### src/rtl/store_buffer_pkg.sv
// Shared LC-3b out-of-order types used by the store buffer: word, ROB tag, CDB broadcast, write FSM state.
package lc3b_types;
  typedef logic [15:0] lc3b_word;
  typedef logic [2:0]  lc3b_rob_addr;

  typedef struct packed {
    logic         valid;
    lc3b_rob_addr tag;
    lc3b_word     data;
  } cdb_t;

  typedef enum logic {IDLE, WRITE} sb_state_t;
endpackage

### src/rtl/store_buffer_if.sv
// Dcache write port between the store buffer (master) and the data cache (slave).
interface store_buffer_if #(parameter int data_width = 16);
  logic [data_width-1:0] dmem_addr;
  logic [data_width-1:0] dmem_wdata;
  logic                  dmem_write;
  logic [1:0]            dmem_wmask;
  logic                  dmem_resp;

  modport master(output dmem_addr, dmem_wdata, dmem_write, dmem_wmask, input dmem_resp);
  modport slave (input dmem_addr, dmem_wdata, dmem_write, dmem_wmask, output dmem_resp);
endinterface

### src/rtl/store_buffer_data.sv
// Store buffer entry array: operands, producer tags, ready/committed bits and CDB capture.
// STORE_BUFFER_STB_EN adds a per-entry byte-store flag.
module store_buffer_data
  import lc3b_types::*;
#(
  parameter int data_width   = 16,
  parameter int entries_addr = 2
) (
  input  logic                    clk,
  input  logic                    rst,
  input  logic                    alloc,
  input  logic [entries_addr-1:0] tail,
  input  logic [entries_addr-1:0] head,
  input  logic                    pop,
  input  logic                    flush,
  input  logic                    commit,
  input  lc3b_rob_addr            commit_tag,
  input  cdb_t                    cdb,
  input  logic [data_width-1:0]   base_V,
  input  logic                    base_valid,
  input  lc3b_rob_addr            base_Q,
  input  logic [data_width-1:0]   src_V,
  input  logic                    src_valid,
  input  lc3b_rob_addr            src_Q,
  input  logic [data_width-1:0]   offset_in,
  input  lc3b_rob_addr            dest_in,
`ifdef STORE_BUFFER_STB_EN
  input  logic                    byte_in,
  output logic                    head_byte,
`endif
  output logic                    head_valid,
  output logic                    head_ready,
  output logic                    head_committed,
  output logic                    head_commit_hit,
  output logic [data_width-1:0]   head_base,
  output logic [data_width-1:0]   head_src,
  output logic [data_width-1:0]   head_offset,
  output lc3b_rob_addr            head_dest,
  output logic [entries_addr:0]   keep_cnt
);
  localparam int N = 1 << entries_addr;

  logic [N-1:0]          valid, base_rdy, src_rdy, committed, commit_hit;
  logic [data_width-1:0] base_v [N];
  logic [data_width-1:0] src_v  [N];
  logic [data_width-1:0] offset [N];
  lc3b_rob_addr          base_q [N];
  lc3b_rob_addr          src_q  [N];
  lc3b_rob_addr          dest   [N];
`ifdef STORE_BUFFER_STB_EN
  logic [N-1:0]          is_byte;
  assign head_byte = is_byte[head];
`endif

  logic alloc_base_hit, alloc_src_hit;
  assign alloc_base_hit = !base_valid && cdb.valid && (cdb.tag == base_Q);
  assign alloc_src_hit  = !src_valid  && cdb.valid && (cdb.tag == src_Q);

  // keep_cnt counts entries that survive a flush, including ones committing this cycle
  always_comb begin
    commit_hit = '0;
    keep_cnt   = '0;
    for (int i = 0; i < N; i++) begin
      commit_hit[i] = commit && valid[i] && !committed[i] && (dest[i] == commit_tag);
      keep_cnt      = keep_cnt + {{entries_addr{1'b0}}, valid[i] & (committed[i] | commit_hit[i])};
    end
  end

  always_ff @(posedge clk) begin
    if (rst) begin
      valid     <= '0;
      base_rdy  <= '0;
      src_rdy   <= '0;
      committed <= '0;
    end else begin
      for (int i = 0; i < N; i++) begin
        if (alloc && tail == entries_addr'(i)) begin
          valid[i]     <= 1'b1;
          committed[i] <= 1'b0;
          base_rdy[i]  <= base_valid | alloc_base_hit;
          src_rdy[i]   <= src_valid  | alloc_src_hit;
          base_v[i]    <= alloc_base_hit ? cdb.data : base_V;
          src_v[i]     <= alloc_src_hit  ? cdb.data : src_V;
          base_q[i]    <= base_Q;
          src_q[i]     <= src_Q;
          offset[i]    <= offset_in;
          dest[i]      <= dest_in;
`ifdef STORE_BUFFER_STB_EN
          is_byte[i]   <= byte_in;
`endif
        end else if (valid[i]) begin
          if (pop && head == entries_addr'(i)) begin
            valid[i]     <= 1'b0;
            committed[i] <= 1'b0;
          end else begin
            if (!base_rdy[i] && cdb.valid && cdb.tag == base_q[i]) begin
              base_v[i]   <= cdb.data;
              base_rdy[i] <= 1'b1;
            end
            if (!src_rdy[i] && cdb.valid && cdb.tag == src_q[i]) begin
              src_v[i]   <= cdb.data;
              src_rdy[i] <= 1'b1;
            end
            if (commit_hit[i]) committed[i] <= 1'b1;
            if (flush && !(committed[i] | commit_hit[i])) valid[i] <= 1'b0;
          end
        end
      end
    end
  end

  assign head_valid      = valid[head];
  assign head_ready      = base_rdy[head] & src_rdy[head];
  assign head_committed  = committed[head];
  assign head_commit_hit = commit_hit[head];
  assign head_base       = base_v[head];
  assign head_src        = src_v[head];
  assign head_offset     = offset[head];
  assign head_dest       = dest[head];
endmodule

### src/rtl/store_buffer.sv
// Store buffer top: circular FIFO pointers, Dcache write FSM and occupancy/ROB status.
// STORE_BUFFER_STB_EN enables byte stores (byte_in port, byte-lane masking).
module store_buffer
  import lc3b_types::*;
#(
  parameter int data_width   = 16,
  parameter int entries_addr = 2
) (
  input  logic                  clk,
  input  logic                  rst,
  input  logic                  WE,
  input  logic                  flush,
  input  logic [data_width-1:0] base_V,
  input  logic                  base_valid,
  input  lc3b_rob_addr          base_Q,
  input  logic [data_width-1:0] src_V,
  input  logic                  src_valid,
  input  lc3b_rob_addr          src_Q,
  input  logic [data_width-1:0] offset_in,
  input  lc3b_rob_addr          dest_in,
  input  cdb_t                  CDB_in,
  input  logic                  commit,
  input  lc3b_rob_addr          commit_tag,
`ifdef STORE_BUFFER_STB_EN
  input  logic                  byte_in,
`endif
  output logic                  empty,
  output logic                  full,
  output logic                  rob_ready,
  output lc3b_rob_addr          rob_tag,
  store_buffer_if.master        dmem
);
  localparam int DEPTH = 1 << entries_addr;

  sb_state_t               state;
  logic [entries_addr-1:0] head, tail;
  logic [entries_addr:0]   count, keep_cnt;
  logic                    accept, pop;
  logic                    head_valid, head_ready, head_committed, head_commit_hit;
  logic [data_width-1:0]   head_base, head_src, head_offset, eff_addr;
  lc3b_rob_addr            head_dest;
  logic [data_width-1:0]   addr_q, wdata_q;
  logic [1:0]              wmask_q;
  logic                    write_q;
`ifdef STORE_BUFFER_STB_EN
  logic                    head_byte;
`endif

  assign empty    = (count == '0);
  assign full     = (count == DEPTH[entries_addr:0]);
  assign accept   = WE && !flush && !full;
  assign pop      = (state == WRITE) && dmem.dmem_resp;
  assign eff_addr = head_base + head_offset;

  store_buffer_data #(.data_width(data_width), .entries_addr(entries_addr)) u_data (
    .clk(clk), .rst(rst), .alloc(accept), .tail(tail), .head(head), .pop(pop),
    .flush(flush), .commit(commit), .commit_tag(commit_tag), .cdb(CDB_in),
    .base_V(base_V), .base_valid(base_valid), .base_Q(base_Q),
    .src_V(src_V), .src_valid(src_valid), .src_Q(src_Q),
    .offset_in(offset_in), .dest_in(dest_in),
`ifdef STORE_BUFFER_STB_EN
    .byte_in(byte_in), .head_byte(head_byte),
`endif
    .head_valid(head_valid), .head_ready(head_ready), .head_committed(head_committed),
    .head_commit_hit(head_commit_hit), .head_base(head_base), .head_src(head_src),
    .head_offset(head_offset), .head_dest(head_dest), .keep_cnt(keep_cnt)
  );

  // Commit is bypassed into the IDLE check so the write starts the cycle after commit.
  always_ff @(posedge clk) begin
    if (rst) begin
      state   <= IDLE;
      head    <= '0;
      tail    <= '0;
      count   <= '0;
      write_q <= 1'b0;
      addr_q  <= '0;
      wdata_q <= '0;
      wmask_q <= '0;
    end else begin
      case (state)
        IDLE: if (head_valid && (head_committed || head_commit_hit)) begin
          state   <= WRITE;
          write_q <= 1'b1;
          addr_q  <= eff_addr;
`ifdef STORE_BUFFER_STB_EN
          if (head_byte) begin
            wdata_q <= {head_src[7:0], head_src[7:0]};
            wmask_q <= eff_addr[0] ? 2'b10 : 2'b01;
          end else begin
            wdata_q <= head_src;
            wmask_q <= 2'b11;
          end
`else
          wdata_q <= head_src;
          wmask_q <= 2'b11;
`endif
        end
        WRITE: if (dmem.dmem_resp) begin
          state   <= IDLE;
          write_q <= 1'b0;
          addr_q  <= '0;
          wdata_q <= '0;
          wmask_q <= '0;
        end
      endcase
      head <= head + entries_addr'(pop);
      // Committed entries are a prefix from head, so the survivors end at head + keep_cnt.
      if (flush) begin
        tail  <= head + keep_cnt[entries_addr-1:0];
        count <= keep_cnt - (entries_addr+1)'(pop);
      end else begin
        tail  <= tail + entries_addr'(accept);
        count <= count + (entries_addr+1)'(accept) - (entries_addr+1)'(pop);
      end
    end
  end

  assign dmem.dmem_write = write_q;
  assign dmem.dmem_addr  = addr_q;
  assign dmem.dmem_wdata = wdata_q;
  assign dmem.dmem_wmask = wmask_q;
  assign rob_ready       = head_valid & head_ready & ~head_committed;
  assign rob_tag         = head_valid ? head_dest : '0;
endmodule
### src/flat_wrapper.sv
// flat-port wrapper written by rule: the top's interface ports become plain ports
module store_buffer_flat import lc3b_types::*;
#(
  parameter int data_width   = 16,
  parameter int entries_addr = 2
)
  (clk, rst, WE, flush, base_V, base_valid, base_Q, src_V, src_valid, src_Q, offset_in, dest_in, CDB_in, commit, commit_tag, empty, full, rob_ready, rob_tag, dmem_dmem_addr, dmem_dmem_wdata, dmem_dmem_write, dmem_dmem_wmask, dmem_dmem_resp);
  store_buffer_if #(.data_width(data_width)) dmem_i ();
  input  logic clk;
  input  logic rst;
  input  logic WE;
  input  logic flush;
  input  logic [data_width-1:0] base_V;
  input  logic base_valid;
  input  lc3b_rob_addr base_Q;
  input  logic [data_width-1:0] src_V;
  input  logic src_valid;
  input  lc3b_rob_addr src_Q;
  input  logic [data_width-1:0] offset_in;
  input  lc3b_rob_addr dest_in;
  input  cdb_t CDB_in;
  input  logic commit;
  input  lc3b_rob_addr commit_tag;
  output logic empty;
  output logic full;
  output logic rob_ready;
  output lc3b_rob_addr rob_tag;
  output wire logic [$bits(dmem_i.dmem_addr)-1:0] dmem_dmem_addr;
  output wire logic [$bits(dmem_i.dmem_wdata)-1:0] dmem_dmem_wdata;
  output wire logic [$bits(dmem_i.dmem_write)-1:0] dmem_dmem_write;
  output wire logic [$bits(dmem_i.dmem_wmask)-1:0] dmem_dmem_wmask;
  input wire logic [$bits(dmem_i.dmem_resp)-1:0] dmem_dmem_resp;
  assign dmem_dmem_addr = dmem_i.dmem_addr;
  assign dmem_dmem_wdata = dmem_i.dmem_wdata;
  assign dmem_dmem_write = dmem_i.dmem_write;
  assign dmem_dmem_wmask = dmem_i.dmem_wmask;
  assign dmem_i.dmem_resp = dmem_dmem_resp;
  store_buffer #(.data_width(data_width), .entries_addr(entries_addr)) u_core (.clk(clk), .rst(rst), .WE(WE), .flush(flush), .base_V(base_V), .base_valid(base_valid), .base_Q(base_Q), .src_V(src_V), .src_valid(src_valid), .src_Q(src_Q), .offset_in(offset_in), .dest_in(dest_in), .CDB_in(CDB_in), .commit(commit), .commit_tag(commit_tag), .empty(empty), .full(full), .rob_ready(rob_ready), .rob_tag(rob_tag), .dmem(dmem_i));
endmodule
### config.mk
export PLATFORM = sky130hd
export DESIGN_NAME = store_buffer_flat
export DESIGN_NICKNAME = d
export VERILOG_FILES = /design/src/rtl/store_buffer_pkg.sv /design/src/rtl/store_buffer_if.sv /design/src/rtl/store_buffer_data.sv /design/src/rtl/store_buffer.sv /design/src/flat_wrapper.sv
export SDC_FILE = /design/constraint.sdc
export NUM_CORES = 1
export LEC_CHECK = 0
export CORE_MARGIN = 4
export CORE_UTILIZATION = 35
export DETAILED_ROUTE_END_ITERATION = 8
export REMOVE_ABC_BUFFERS = 1
export SYNTH_ARGS = -nofsm -noshare
export SYNTH_HDL_FRONTEND = slang
export SYNTH_SLANG_ARGS = --single-unit
### constraint.sdc
create_clock -name clk -period 11.4 [get_ports clk]
set_clock_uncertainty 0.2 [all_clocks]
set_input_delay 3.42 -clock clk [delete_from_list [all_inputs] [get_ports clk]]
set_output_delay 3.42 -clock clk [all_outputs]
set_load 0.05 [all_outputs]
# ---- After elaboration in Yosys (flattened, before gate mapping)
# Memory sizes are Yosys's and may differ from the RTL's. A register that Yosys moved wholly into a read port is not among the register bits.
# Index checks and enable logic that the tools add are counted.
dict set report op_classes {
  reduce_logical 117
  n_addsub 10
  mux 193
  magnitude_cmp 1
  bitwise 23
  eq_ne 27
}
# cell count
set op_table {}
lappend op_table {{$mux W16} 16}
lappend op_table {{$mux W1} 137}
lappend op_table {{$pmux W16 S2} 2}
lappend op_table {{$logic_and A1 B1 Y1} 48}
lappend op_table {{$reduce_or A16 Y1} 3}
lappend op_table {{$eq A3 B3 Y1} 14}
lappend op_table {{$mux W2} 19}
lappend op_table {{$mux W3} 11}
lappend op_table {{$reduce_bool A2 Y1} 16}
lappend op_table {{$reduce_or A3 Y1} 9}
lappend op_table {{$reduce_and A3 Y1} 8}
lappend op_table {{$logic_not A1 Y1} 20}
lappend op_table {{$add A16 B16 Y16} 1}
lappend op_table {{$or A1 B1 Y1} 14}
lappend op_table {{$bmux W1 S2} 5}
lappend op_table {{$ne A2 B2 Y1 const B} 5}
lappend op_table {{$reduce_and A2 Y1} 5}
lappend op_table {{$eq A2 B2 Y1 const B} 4}
lappend op_table {{$reduce_or A2 Y1} 4}
lappend op_table {{$and A1 B1 Y1} 7}
lappend op_table {{$add A3 B1 Y3} 2}
lappend op_table {{$sub A3 B1 Y3} 2}
lappend op_table {{$add A2 B1 Y2} 2}
lappend op_table {{$eq A2 B1 Y1 const B} 2}
lappend op_table {{12 further kinds} 15}
dict set report word_totals {
  mem_bits_rw 228
  memories 6
  register_bits 59
  word_cells 398
}
# memory words width rd rd_clocked_by_memory_dff write_ports line_no
set memory_table {}
lappend memory_table {u_core.u_data.base_v 4 16 1 1 4 store_buffer_data.sv:44} ;# logic [data_width-1:0] base_v [N];
lappend memory_table {u_core.u_data.offset 4 16 1 1 1 store_buffer_data.sv:46} ;# logic [data_width-1:0] offset [N];
lappend memory_table {u_core.u_data.src_v 4 16 1 1 4 store_buffer_data.sv:45} ;# logic [data_width-1:0] src_v [N];
lappend memory_table {u_core.u_data.base_q 4 3 4 0 1 store_buffer_data.sv:47} ;# lc3b_rob_addr base_q [N];
lappend memory_table {u_core.u_data.dest 4 3 5 1 1 store_buffer_data.sv:49} ;# lc3b_rob_addr dest [N];
lappend memory_table {u_core.u_data.src_q 4 3 4 0 1 store_buffer_data.sv:48} ;# lc3b_rob_addr src_q [N];

# ---- Logic depth before layout (Yosys ltp)
dict set report depth {
  ltp_word 11
  mapped_depth 12
  depth_no_buf 12
}

# ---- Hierarchy
# Synthesis repeated with hierarchy kept, for this count alone.
dict set report hier_totals {
  cells_unflattened 939
  area_unflattened_um2 13809.5
}
# module seq_area_each_um2 n_inst cells_per_inst area_each_um2
set modules_own_cells {}
lappend modules_own_cells {store_buffer_data 7166.9 1 641 11338.4}
lappend modules_own_cells {store_buffer 820.8 1 298 2471.1}

# ---- Worst setup path after synthesis
# Ideal clock, no wire load.
dict set report synth_path {
  kind {register to output}
  start {reg u_core.head[0]}
  end {out rob_ready}
  stages_incl_launch_ff 8
  arrival_ns 2.648
  slack_ns 5.132
  cell_sequence {dfxtp_1 > buf_4 > buf_4 > buf_4 > buf_2 > nand4b_1 > o41a_1 > a211oi_1}
}
dict set report synth_between {
  elab_chain_cells 5
  word_cells_on_any_way 12
  classes_between {8 x mux; 4 x bitwise}
}
# item line_no
set synth_rtl {}
lappend synth_rtl {{start, declared} store_buffer.sv:36} ;# logic [entries_addr-1:0] head, tail;
lappend synth_rtl {{start signal, assigned} store_buffer.sv:107} ;# head <= head + entries_addr'(pop);
lappend synth_rtl {{$bmux W1 S2} store_buffer_data.sv:113} ;# assign head_ready = base_rdy[head] & src_rdy[head];
lappend synth_rtl {{$mux W1 (not written as such)} store_buffer_data.sv:113}
lappend synth_rtl {{$and A1 B1 Y1} store_buffer_data.sv:113}
lappend synth_rtl {{$and A1 B1 Y1} store_buffer.sv:123} ;# assign rob_ready = head_valid & head_ready & ~head_committed;
lappend synth_rtl {{$and A1 B1 Y1 (*)} store_buffer.sv:123}
lappend synth_rtl {{end, declared} flat_wrapper.sv:26} ;# output logic rob_ready;
# Mark *: on every way between the ends. The rest lies on a longest branch, timed or not. The select of a mux whose other input is x is not followed.

# ---- Final worst setup path
# Same ends and word-level chain as after synthesis.

==> reports/results.ini <==
[status]
outcome = complete, no violations

[placement]
post-place-ws_ps = 4340
numPlacedInstances = 1550
place_congestion = 0.804
dp_hpwl_um = 23000
placed_area_sq_um = 15800
io_buffer_count = 128

[critical_path]
criticalPathCategory = flip-flop to output port
crit_fanout = 45
rr_worst_depth = 10
required_ps = 7780
cp_data_arrival_time_ps = 3200
start_kind = flip-flop
crit_path_end_kind = output port

[sta]
worst_slew_pin_slew_ps = 1180
rsz0062_at_grt = no
final-setup-viol-count = 0
fmax_mhz = 147
slew_violations = 0
fin_crit_ps = 6820
finalCritPeriodShare_pct = 59.9
relSlewSlack_pct = 21.7
fin_ws_ps = 4580
finalSetupTns_ps = 0
fin_hold_ws_ps = 266
hold_viol_final = 0

[clocking]
cts.path.max_buffers = 3
clk_pin_slew_worst_paths_ps = 60
ctsHoldBuffers = 0
cts-buffers-inserted = 30
cts-resized-gates = 0
cts_sinks = 285
cts_tree = done
clkLatencyLatePin_ps = 560
root_buffer = clkbuf_16
htreeDepth = 1
cts_setup_buffers = 0

[run]
cap_violations = 0

[synthesis]
ys_ff_latch = 285
yosysTopAreaCell = edfxtp_1
synth_top_area_share_pct = 48.6
synth_common_cells = edfxtp_1, mux2_4, dfxtp_1, a21oi_1, mux4_2
yosys_warnings = 0
synth-edff-count = 228
synth_area_sq_um = 14100
synthFlopType = edfxtp_1
yosysUniqueCellTypes = 69
yosysMostFrequentCell = edfxtp_1
avgSynthCellArea_sq_um = 15.0
synthArstFlopShare_pct = 0
synthCells = 936
synth.area.top_cells = edfxtp_1, mux2_4, mux4_2, dfxtp_1, mux2_2
ys_seq_area_share_pct = 56.7

[detailed_routing]
detail-route-antenna-nets = 0
drcViolationCount = 0
drtPass1Iterations = 7
viasPerCell = 5.16
finalWirelength_um = 34300
wl_per_cell_um = 21.4
dr_total_vias = 8288
drt_iter0_drc = 535

[power]
internal_power_mw = 1.76
seqPwrFrac_pct = 50.8
combPwrFrac_pct = 7.9
total_power_mw = 2.25
pwr-share-clk_pct = 41.4
power_switching_mw = 0.487
p_sw_share_pct = 21.6
peakVddDrop_mv = 0.110
p_per_area_nw_per_um2 = 134
leakage_nw = 5.79

[floorplan]
rows = 73
initial_core_util_pct = 35.4
die_area_sq_um = 43500
coreArea_sq_um = 39700
fp.dieH_um = 209
ios = 129
die_w_um = 209

[worst_hold_path]
worstHoldPathCells = 2
hold_path.class = flip-flop to flip-flop

[grt]
grt_overflow = 0
grt_pass1_vias = 8703
grt_pass1_wl_um = 52500
grt_max_degree = 58
grt_util_all_layers_pct = 15.4
antenna_found_initial = 0

[cells_and_area]
drive_gt1_share_pct = 25.2
n_fill_cell = 3652
area_growth_pct = 18.8
fin_util_pct = 42.1
diodes = 0
stdcell_area_sq_um = 16700
layout.nets = 1172
stdcell_count = 1605

state kept, by name (all words and copies together), names as in the netlist:
| register | count |
|---|---|
| u_core.u_data.base_v | 64 |
| u_core.u_data.offset | 64 |
| u_core.u_data.src_v | 64 |
| u_core.dmem.dmem_addr | 16 |
| u_core.dmem.dmem_wdata | 16 |
| u_core.u_data.base_q | 12 |
| u_core.u_data.dest | 12 |
| u_core.u_data.src_q | 12 |
| u_core.u_data.base_rdy | 4 |
| u_core.u_data.committed | 4 |
| u_core.u_data.src_rdy | 4 |
| u_core.u_data.valid | 4 |
| u_core.count | 3 |
| u_core.head | 2 |
| u_core.tail | 2 |
| u_core.dmem.dmem_wmask | 1 |
| u_core.state | 1 |
metal layers:
metal | GRT usage, % | part of all wire [%] | wire, um | up-vias
met2 | 25.9 | 48 | 16600 | 189
met5 | 0 | 0 | 0 | -
li1 | - | - | - | 3869
met4 | 3.69 | 2.3 | 784 | 0
met1 | 21.5 | 46 | 15700 | 4185
met3 | 2.07 | 3.7 | 1270 | 45
cell usage in the layout, fill, tap and decap left out, types with 12 or more instances in the layout:
cell type        netlist  routed
nand2_1               42      42
o21ai_0               12      12
nor2_1                31      27
ha_1                  24      24
nand3_1               43      43
mux2_2                49      49
a211oi_1              12      12
xor2_1                38      38
clkdlybuf4s50_1        0     127
a21oi_1               54      50
buf_4                  8      19
edfxtp_1             228     228
inv_1                 17      17
mux2_4                80      80
mux4_2                51      51
clkbuf_16              0      30
xnor2_1               19      19
dfxtp_1               57      55
final timing paths:
path                             startpoint                         to  slack (ps)
setup / recovery             u_core.head[0]                  rob_ready        4580
setup reg to reg             u_core.head[0]  u_core.dmem.dmem_addr[12]        6920
hold reg to reg   u_core.dmem.dmem_wdata[2]  u_core.dmem.dmem_wdata[2]         270
hold / removal    u_core.dmem.dmem_wdata[2]  u_core.dmem.dmem_wdata[2]         270
kinds of logic after synthesis:
logic type	share of synthesized area (%)
flops	56.7
mux	20.7
simple gates	6.87
compound gates	6.18
buf+inv	3.38
xor+xnor	3.55
fa+ha+maj	2.56
final cells by class:
| cell class | instances | area [sq um] | area share (%) |
|---|---|---|---|
| flip-flops and latches | 285 | 7990 | 47.8 |
| multi-input cells | 575 | 5660 | 33.8 |
| repair buffers | 147 | 1420 | 8.48 |
| clock buffers | 39 | 795 | 4.75 |
| well taps | 525 | 657 | 3.93 |
| clock inverters | 16 | 138 | 0.823 |
| inverters | 18 | 67.6 | 0.404 |
power by group through the flow:
| stage | combinational (mW) | sequential (mW) | clock (mW) |
|---|---|---|---|
| 2_1_floorplan | 0.0966 | 1.16 | 0 |
| 3_3_place_gp | 0.175 | 1.16 | 0 |
| 3_5_place_dp | 0.178 | 1.16 | 0 |
| 4_1_cts | 0.179 | 1.14 | 0.951 |
| 5_1_grt | 0.193 | 1.14 | 0.994 |
| 6_report | 0.177 | 1.14 | 0.931 |
worst max-delay path, stage by stage, from the launching register on:
cell and delay, ps:
dfxtp_4 920, mux2_2 430, o21ai_0 440, a211oi_1 120, clkdlybuf4s50_1 740
No activity file was read; power rests on OpenSTA's default activity.
